## src/rtl/jtag_host_pkg.sv

```systemverilog
// Shared types and constants for the JTAG host engine: op codes, FSM states
// and the TMS patterns walked from Run-Test/Idle.
package jtag_host_pkg;

  typedef enum logic [1:0] {
    OP_RESET = 2'd0,
    OP_IR    = 2'd1,
    OP_DR    = 2'd2,
    OP_IDLE  = 2'd3
  } op_e;

  typedef enum logic [2:0] {
    ST_INIT,
    ST_IDLE,
    ST_HEAD,
    ST_SHIFT,
    ST_TAIL,
    ST_DONE
  } state_e;

  localparam int HEAD_DR   = 3;
  localparam int HEAD_IR   = 4;
  localparam int TAIL      = 2;
  localparam int RESET_LEN = 6;

  // Patterns are LSB-first: bit k is the TMS value on the k-th TCK.
  localparam logic [7:0] TMS_RESET   = 8'b0001_1111;
  localparam logic [7:0] TMS_HEAD_IR = 8'b0000_0011;
  localparam logic [7:0] TMS_HEAD_DR = 8'b0000_0001;
  localparam logic [1:0] TMS_TAIL    = 2'b01;

  function automatic logic [7:0] head_tms(op_e op);
    case (op)
      OP_RESET: return TMS_RESET;
      OP_IR:    return TMS_HEAD_IR;
      default:  return TMS_HEAD_DR;
    endcase
  endfunction

  function automatic logic [4:0] head_last(op_e op);
    case (op)
      OP_RESET: return 5'(RESET_LEN - 1);
      OP_IR:    return 5'(HEAD_IR - 1);
      default:  return 5'(HEAD_DR - 1);
    endcase
  endfunction

endpackage

```

## src/rtl/jtag_host_if.sv

```systemverilog
// Command/response port of the JTAG host engine.
interface jtag_host_if;
  import jtag_host_pkg::*;

  // A command transfers on a clk edge where cmd_valid & cmd_ready are both 1;
  // the requester holds cmd_* steady until then. rsp_valid is a one-cycle
  // pulse with no back-pressure; rsp_data stays valid until the next response.
  logic        cmd_valid;
  logic        cmd_ready;
  op_e         cmd_op;
  logic [4:0]  cmd_len;
  logic [31:0] cmd_data;
  logic        rsp_valid;
  logic [31:0] rsp_data;

  modport master (
    output cmd_valid, cmd_op, cmd_len, cmd_data,
    input  cmd_ready, rsp_valid, rsp_data
  );

  modport slave (
    input  cmd_valid, cmd_op, cmd_len, cmd_data,
    output cmd_ready, rsp_valid, rsp_data
  );
endinterface

```

## src/rtl/jtag_tck_gen.sv

```systemverilog
// TCK generator: CLK_DIV low cycles then CLK_DIV high cycles while enabled,
// with strobes marking the clk edges where tck rises and falls.
module jtag_tck_gen #(
  parameter int CLK_DIV = 2
) (
  input  logic clk,
  input  logic rst_n,
  input  logic en,
  output logic tck,
  output logic fall_stb,
  output logic rise_stb
);
  localparam int CW = (CLK_DIV > 1) ? $clog2(CLK_DIV) : 1;

  logic [CW-1:0] cnt_q, cnt_d;
  logic          tck_q, tck_d;
  logic          wrap;

  // Disabled means counter cleared and tck low, so enabling always starts a
  // fresh low phase.
  always_comb begin
    wrap     = (cnt_q == CW'(CLK_DIV - 1));
    cnt_d    = '0;
    tck_d    = 1'b0;
    rise_stb = en && wrap && !tck_q;
    fall_stb = en && wrap && tck_q;
    if (en) begin
      cnt_d = wrap ? '0 : cnt_q + CW'(1);
      tck_d = wrap ? ~tck_q : tck_q;
    end
  end

  always_ff @(posedge clk or negedge rst_n) begin
    if (!rst_n) begin
      cnt_q <= '0;
      tck_q <= 1'b0;
    end else begin
      cnt_q <= cnt_d;
      tck_q <= tck_d;
    end
  end

  assign tck = tck_q;

endmodule

```

## src/rtl/jtag_host_engine.sv

```systemverilog
// Command-driven JTAG initiator: walks the TAP from Run-Test/Idle through
// reset, idle clocking or IR/DR shifts and returns the captured TDO bits.
module jtag_host_engine
  import jtag_host_pkg::*;
#(
  parameter int CLK_DIV = 2
) (
  input  logic       clk,
  input  logic       rst_n,
  jtag_host_if.slave cmd_if,
  output logic       tck,
  output logic       tms,
  output logic       tdi,
  input  logic       tdo,
  output state_e     dbg_state
);
  state_e      state_q, state_d;
  op_e         op_q, op_d;
  logic [4:0]  len_q, len_d, bit_q, bit_d;
  logic [31:0] data_q, data_d, cap_q, cap_d, rsp_q, rsp_d;
  logic        boot_q, boot_d;
  logic        tck_en, fall_stb, rise_stb, last, ready;
  logic [7:0]  head_pat;
  logic [4:0]  head_end;

  jtag_tck_gen #(.CLK_DIV(CLK_DIV)) u_tck_gen (
    .clk      (clk),
    .rst_n    (rst_n),
    .en       (tck_en),
    .tck      (tck),
    .fall_stb (fall_stb),
    .rise_stb (rise_stb)
  );

  always_comb begin
    state_d  = state_q;
    op_d     = op_q;
    len_d    = len_q;
    data_d   = data_q;
    bit_d    = bit_q;
    cap_d    = cap_q;
    rsp_d    = rsp_q;
    boot_d   = 1'b1;
    tck_en   = 1'b0;
    tms      = 1'b0;
    tdi      = 1'b0;
    last     = 1'b0;
    ready    = 1'b0;
    head_pat = head_tms(op_q);
    head_end = head_last(op_q);

    // boot_q holds INIT's first low phase off until the cycle after reset release.
    case (state_q)
      ST_INIT: begin
        tck_en = boot_q;
        tms    = TMS_RESET[bit_q[2:0]];
        last   = (bit_q == 5'(RESET_LEN - 1));
      end
      ST_HEAD: begin
        tck_en = 1'b1;
        tms    = head_pat[bit_q[2:0]];
        last   = (bit_q == head_end);
      end
      ST_SHIFT: begin
        tck_en = 1'b1;
        last   = (bit_q == len_q);
        tms    = (op_q != OP_IDLE) && last;
        tdi    = (op_q != OP_IDLE) && data_q[bit_q];
        if (rise_stb && op_q != OP_IDLE) cap_d[bit_q] = tdo;
      end
      ST_TAIL: begin
        tck_en = 1'b1;
        tms    = TMS_TAIL[bit_q[0]];
        last   = (bit_q == 5'(TAIL - 1));
      end
      default: ready = 1'b1;
    endcase

    // Phases advance on the falling TCK edge so tms/tdi settle in the low phase.
    if (fall_stb) begin
      bit_d = last ? 5'd0 : bit_q + 5'd1;
      if (last) begin
        case (state_q)
          ST_INIT:  state_d = ST_IDLE;
          ST_HEAD:  state_d = (op_q == OP_RESET) ? ST_DONE : ST_SHIFT;
          ST_SHIFT: state_d = (op_q == OP_IDLE) ? ST_DONE : ST_TAIL;
          ST_TAIL:  state_d = ST_DONE;
          default:  state_d = state_q;
        endcase
      end
    end

    if (state_q == ST_DONE) state_d = ST_IDLE;

    if (ready && cmd_if.cmd_valid) begin
      op_d    = cmd_if.cmd_op;
      len_d   = cmd_if.cmd_len;
      data_d  = cmd_if.cmd_data;
      bit_d   = 5'd0;
      cap_d   = '0;
      state_d = (cmd_if.cmd_op == OP_IDLE) ? ST_SHIFT : ST_HEAD;
    end

    if (state_d == ST_DONE) rsp_d = cap_q;
  end

  always_ff @(posedge clk or negedge rst_n) begin
    if (!rst_n) begin
      state_q <= ST_INIT;
      op_q    <= OP_RESET;
      len_q   <= '0;
      data_q  <= '0;
      bit_q   <= '0;
      cap_q   <= '0;
      rsp_q   <= '0;
      boot_q  <= 1'b0;
    end else begin
      state_q <= state_d;
      op_q    <= op_d;
      len_q   <= len_d;
      data_q  <= data_d;
      bit_q   <= bit_d;
      cap_q   <= cap_d;
      rsp_q   <= rsp_d;
      boot_q  <= boot_d;
    end
  end

  assign cmd_if.cmd_ready = ready;
  assign cmd_if.rsp_valid = (state_q == ST_DONE);
  assign cmd_if.rsp_data  = rsp_q;
  assign dbg_state        = state_q;

endmodule

```

## src/flat_wrapper.sv

```systemverilog
// flat-port wrapper written by rule: the top's interface ports become plain ports
module jtag_host_engine_flat import jtag_host_pkg::*;
#(
  parameter int CLK_DIV = 2
)
  (clk, rst_n, tck, tms, tdi, tdo, dbg_state, cmd_if_cmd_valid, cmd_if_cmd_op, cmd_if_cmd_len, cmd_if_cmd_data, cmd_if_cmd_ready, cmd_if_rsp_valid, cmd_if_rsp_data);
  jtag_host_if cmd_if_i ();
  input  logic clk;
  input  logic rst_n;
  output logic tck;
  output logic tms;
  output logic tdi;
  input  logic tdo;
  output state_e dbg_state;
  input wire logic [$bits(cmd_if_i.cmd_valid)-1:0] cmd_if_cmd_valid;
  input wire logic [$bits(cmd_if_i.cmd_op)-1:0] cmd_if_cmd_op;
  input wire logic [$bits(cmd_if_i.cmd_len)-1:0] cmd_if_cmd_len;
  input wire logic [$bits(cmd_if_i.cmd_data)-1:0] cmd_if_cmd_data;
  output wire logic [$bits(cmd_if_i.cmd_ready)-1:0] cmd_if_cmd_ready;
  output wire logic [$bits(cmd_if_i.rsp_valid)-1:0] cmd_if_rsp_valid;
  output wire logic [$bits(cmd_if_i.rsp_data)-1:0] cmd_if_rsp_data;
  assign cmd_if_i.cmd_valid = cmd_if_cmd_valid;
  assign cmd_if_i.cmd_op = cmd_if_cmd_op;
  assign cmd_if_i.cmd_len = cmd_if_cmd_len;
  assign cmd_if_i.cmd_data = cmd_if_cmd_data;
  assign cmd_if_cmd_ready = cmd_if_i.cmd_ready;
  assign cmd_if_rsp_valid = cmd_if_i.rsp_valid;
  assign cmd_if_rsp_data = cmd_if_i.rsp_data;
  jtag_host_engine #(.CLK_DIV(CLK_DIV)) u_core (.clk(clk), .rst_n(rst_n), .cmd_if(cmd_if_i), .tck(tck), .tms(tms), .tdi(tdi), .tdo(tdo), .dbg_state(dbg_state));
endmodule
```

## config.mk

```make
export PLATFORM = sky130hd
export DESIGN_NAME = jtag_host_engine_flat
export DESIGN_NICKNAME = d
export VERILOG_FILES = /design/src/rtl/jtag_host_pkg.sv /design/src/rtl/jtag_host_if.sv /design/src/rtl/jtag_tck_gen.sv /design/src/rtl/jtag_host_engine.sv /design/src/flat_wrapper.sv
export SDC_FILE = /design/constraint.sdc
export NUM_CORES = 1
export LEC_CHECK = 0
export ABC_AREA = 1
export BUFFER_PORTS_ARGS = -buffer_cell sky130_fd_sc_hd__buf_2
export CAP_MARGIN = 10
export CORE_MARGIN = 2
export CORE_UTILIZATION = 40
export CTS_CLUSTER_DIAMETER = 50
export DETAILED_ROUTE_END_ITERATION = 10
export MAX_ROUTING_LAYER = met4
export PLACE_DENSITY = 0.65
export SLEW_MARGIN = 20
export SYNTH_ARGS = -nofsm -noshare
export SYNTH_HDL_FRONTEND = slang
export SYNTH_SLANG_ARGS = --single-unit
export TNS_END_PERCENT = 30
```

## constraint.sdc

```tcl
create_clock -name clk -period 2.4 [get_ports clk]
set_input_delay 0.12 -clock clk [delete_from_list [all_inputs] [get_ports clk]]
set_output_delay 0.12 -clock clk [all_outputs]
set_load 0.03 [all_outputs]
```

==> results.json <==
{
  "outcome": "finished, final reports clean",
  "final_cell_mix": "sky130_fd_sc_hd__nand2_1, sky130_fd_sc_hd__dfrtp_1, sky130_fd_sc_hd__buf_2",
  "wirelength_microns": 13900,
  "drcViolationCount": 0,
  "area.growth.synth_to_final_pct": 29.8,
  "post_drt_wl_per_cell_microns": 14.0,
  "worstHoldStart": "cmd_if_cmd_valid",
  "synthAdderAreaFrac_pct": 0.903,
  "synth_seq_cells": 114,
  "horiz_die_dim_microns": 122,
  "seq_power_share_pct": 41.1,
  "netlist-cell-type-count": 31,
  "internal_power_uw": 3780,
  "vdd_drop_max_v": 0.000521,
  "worst_case_clock_buffer_depth": 2,
  "worst_setup_hold_path_clk_slew_ns": 0.05,
  "yosys.area.top_type": "sky130_fd_sc_hd__dfrtp_1",
  "avgViaCountPerCell": 5.03,
  "achievable-frequency_mhz": 435,
  "finalWeightedCongestion": 0.958,
  "crit_type": "flip-flop to output port",
  "placed_cells": 926,
  "yosys_warnings": 0,
  "post_route_cells_drive_above_1_share_pct": 19.0,
  "skew_ns": 0.00754,
  "cts_num_sinks": 114,
  "grt_remaining_overflow": 0,
  "synth-simple-area-share_pct": 26.3,
  "cp_data_arrival_time_ns": 2.18,
  "layout.nets": 852,
  "fin_util_pct": 52.4,
  "htree_num_levels": 4,
  "drt_iter0_drc": 286,
  "globalRouteTotalUtil_pct": 20.7,
  "detailed_place_hpwl_microns": 9070,
  "clock-root-buffer": "sky130_fd_sc_hd__clkbuf_16",
  "via_count": 5012,
  "clock_latency_ns": 0.41,
  "synth_edf_count": 0,
  "share_comb_of_total_power_pct": 3.0,
  "swShare_pct": 19.5,
  "setup-tns-final_ns": 0,
  "floorplan.io_pins": 83,
  "worstPathRequired_ns": 2.28,
  "leakagePower_uw": 0.00378,
  "hold_crit_path_type": "primary input to flip-flop",
  "cts-buffers-inserted": 17,
  "buffer_ports.inserted": 82,
  "setup_violations": 0,
  "r2r_setup_slack_ns": 0.26,
  "synth.yosys.seq_area_share_pct": 51.5,
  "worst_r2r_endpoint": "u_core.cmd_if.rsp_data[31]",
  "cap_viol_max_count": 0,
  "synthCells": 687,
  "power_uw": 4690,
  "final_antenna_net_count": 0,
  "floorplan.initialDensity_pct": 40.4,
  "fin_cells": 997,
  "rows": 43,
  "timing.rr.start": "u_core.dbg_state[1]",
  "pwr_density_cell_nw_per_um2": 652,
  "yosys.area.top_type_share_pct": 51.5,
  "fp.coreArea_sq_um": 13700,
  "relSlewSlack_pct": 48.8,
  "insertedDiodeCount": 0,
  "timing.reg2reg.worst_path_depth": 9,
  "grt_antenna_before_repair": 0,
  "grt_first_pass_wirelength_microns": 23500,
  "grt_start_max_net_pins": 59,
  "crit_path_end_kind": "output port",
  "worstSetupStartpointType": "flip-flop",
  "cts_tree": "done",
  "post_synth.cell_area_avg_sq_um": 8.06,
  "yosys-top-cells-area": "sky130_fd_sc_hd__dfrtp_1, sky130_fd_sc_hd__nand2_1, sky130_fd_sc_hd__a21oi_1",
  "fin_crit_sh_pct": 95.7,
  "finalMaxSlewViolations": 0,
  "hold_depth": 5,
  "preCtsSetupSlack_ns": 0.124,
  "synth-compound-area-share_pct": 14.4,
  "synth_async_sr_flop_share_pct": 100,
  "synth.net_count": 734,
  "first_global_vias": 4871,
  "power_frac_clock_pct": 55.9,
  "synth.mux.area_fraction_pct": 0,
  "netlist_area_sq_um": 5540,
  "yosys.area_share.xor_xnor_pct": 0.790,
  "fin_ws_ns": 0.103,
  "die-area_sq_um": 14800,
  "setup_repair_after_global_routing_missed_its_margin": "no",
  "timing.critical_path.from": "u_core.bit_q[0]",
  "main_combinational_cell_family_by_area_after_synthesis": "simple AND/OR/NAND/NOR gates",
  "finalHoldViolations": 0,
  "timing_worst_slew_pin_value_ns": 0.768,
  "post-route-min-period_ns": 2.30,
  "maximum_fanout_count_along_the_critical_path": 14,
  "whs_endpoint": "u_core.data_q[13]",
  "most_common_cell_after_layout_fill_and_taps_aside": "sky130_fd_sc_hd__nand2_1",
  "synth-main-ff-cell": "sky130_fd_sc_hd__dfrtp_1",
  "reported_net_switching_power_uw": 913,
  "chipHeight_microns": 122,
  "firstDrtPassIters": 5
}
## worst max-delay path: stages (launching register included)
cell,delay [ns]
sky130_fd_sc_hd__dfrtp_1,0.40
sky130_fd_sc_hd__inv_1,0.10
sky130_fd_sc_hd__buf_4,0.19
sky130_fd_sc_hd__o21ai_0,0.19
sky130_fd_sc_hd__o22ai_1,0.11
sky130_fd_sc_hd__nand2_1,0.07
sky130_fd_sc_hd__nand4_1,0.09
sky130_fd_sc_hd__nor3_1,0.32
sky130_fd_sc_hd__nor3_1,0.10
sky130_fd_sc_hd__buf_2,0.19
## flip-flops by register name, summed over array words and instances, names as in the netlist
register	flops
u_core.cmd_if.rsp_data	32
u_core.u_tck_gen.tck	1
u_core.len_q	5
u_core.op_q	2
u_core.boot_q	1
u_core.bit_q	5
u_core.u_tck_gen.cnt_q	1
u_core.cap_q	32
u_core.data_q	32
u_core.dbg_state	3
## power groups by stage
stage | clock network [uW] | logic [uW] | registers [uW]
finish | 2620 | 141 | 1930
global route | 2790 | 156 | 1920
CTS | 2680 | 142 | 1930
detailed placement | 0 | 92.4 | 1960
global placement | 0 | 90.3 | 1960
floorplan | 0 | 7.10 | 1960
## through the flow
stage	hold WS, ns	area [sq um]
floorplan	-0.176	5540
global placement	0.234	6140
detailed placement	0.240	6140
CTS	0.169	7160
global route	0.207	7190
finish	0.177	7190
## cells by family after synthesis
family / count (synthesis)
xor gates and xnor gates: 5
AOI/OAI and AO/OA: 139
and+or+nand+nor: 348
DFF: 114
other: 1
buffers and inverters: 76
adders and majority gates: 4
## cell usage after synthesis, drive strengths merged, types with 3 or more instances
cell / n
nand2: 223
dfrtp: 114
nor2: 74
a21oi: 68
nand3: 44
inv: 34
o31ai: 31
o21ai: 28
clkbuf: 25
buf: 15
o22ai: 9
ha: 4
nor3: 4
nand4: 3
xor2: 3
## what timing repair did
action                                 in CTS  in global routing
setup buffers                               0                  0
gates resized for setup                     0                  8
hold buffers                               40                  0
setup endpoints to repair                   0                 33
endpoints found under the hold margin      95                  0
## how the worst max path moves through the flow
stage                                  to  slack [ns]  cells past startpoint
6_report                              tdi        0.10                      9
5_1_grt                               tdi        0.01                      9
4_1_cts                               tdi        0.07                      7
3_5_place_dp    u_core.cmd_if.rsp_data[7]        0.12                     13
3_3_place_gp    u_core.cmd_if.rsp_data[7]        0.14                     13
2_1_floorplan  u_core.cmd_if.rsp_data[10]        0.06                     12
## area by class of cell
type / count / area [sq um]
Fill cell: 1332 / 6530
Sequential cell: 114 / 2860
Multi-Input combinational cell: 497 / 2360
Timing Repair Buffer: 139 / 990
Clock buffer: 21 / 460
Tap cell: 180 / 225
Clock inverter: 10 / 158
Inverter: 36 / 139
## per-layer routing
metal	track usage (%)	wire length, microns
met5	-	0
met4	8.26	228
met3	4.26	663
met2	32.0	6610
met1	26.9	6450
Power figures use the tool's default switching activity.
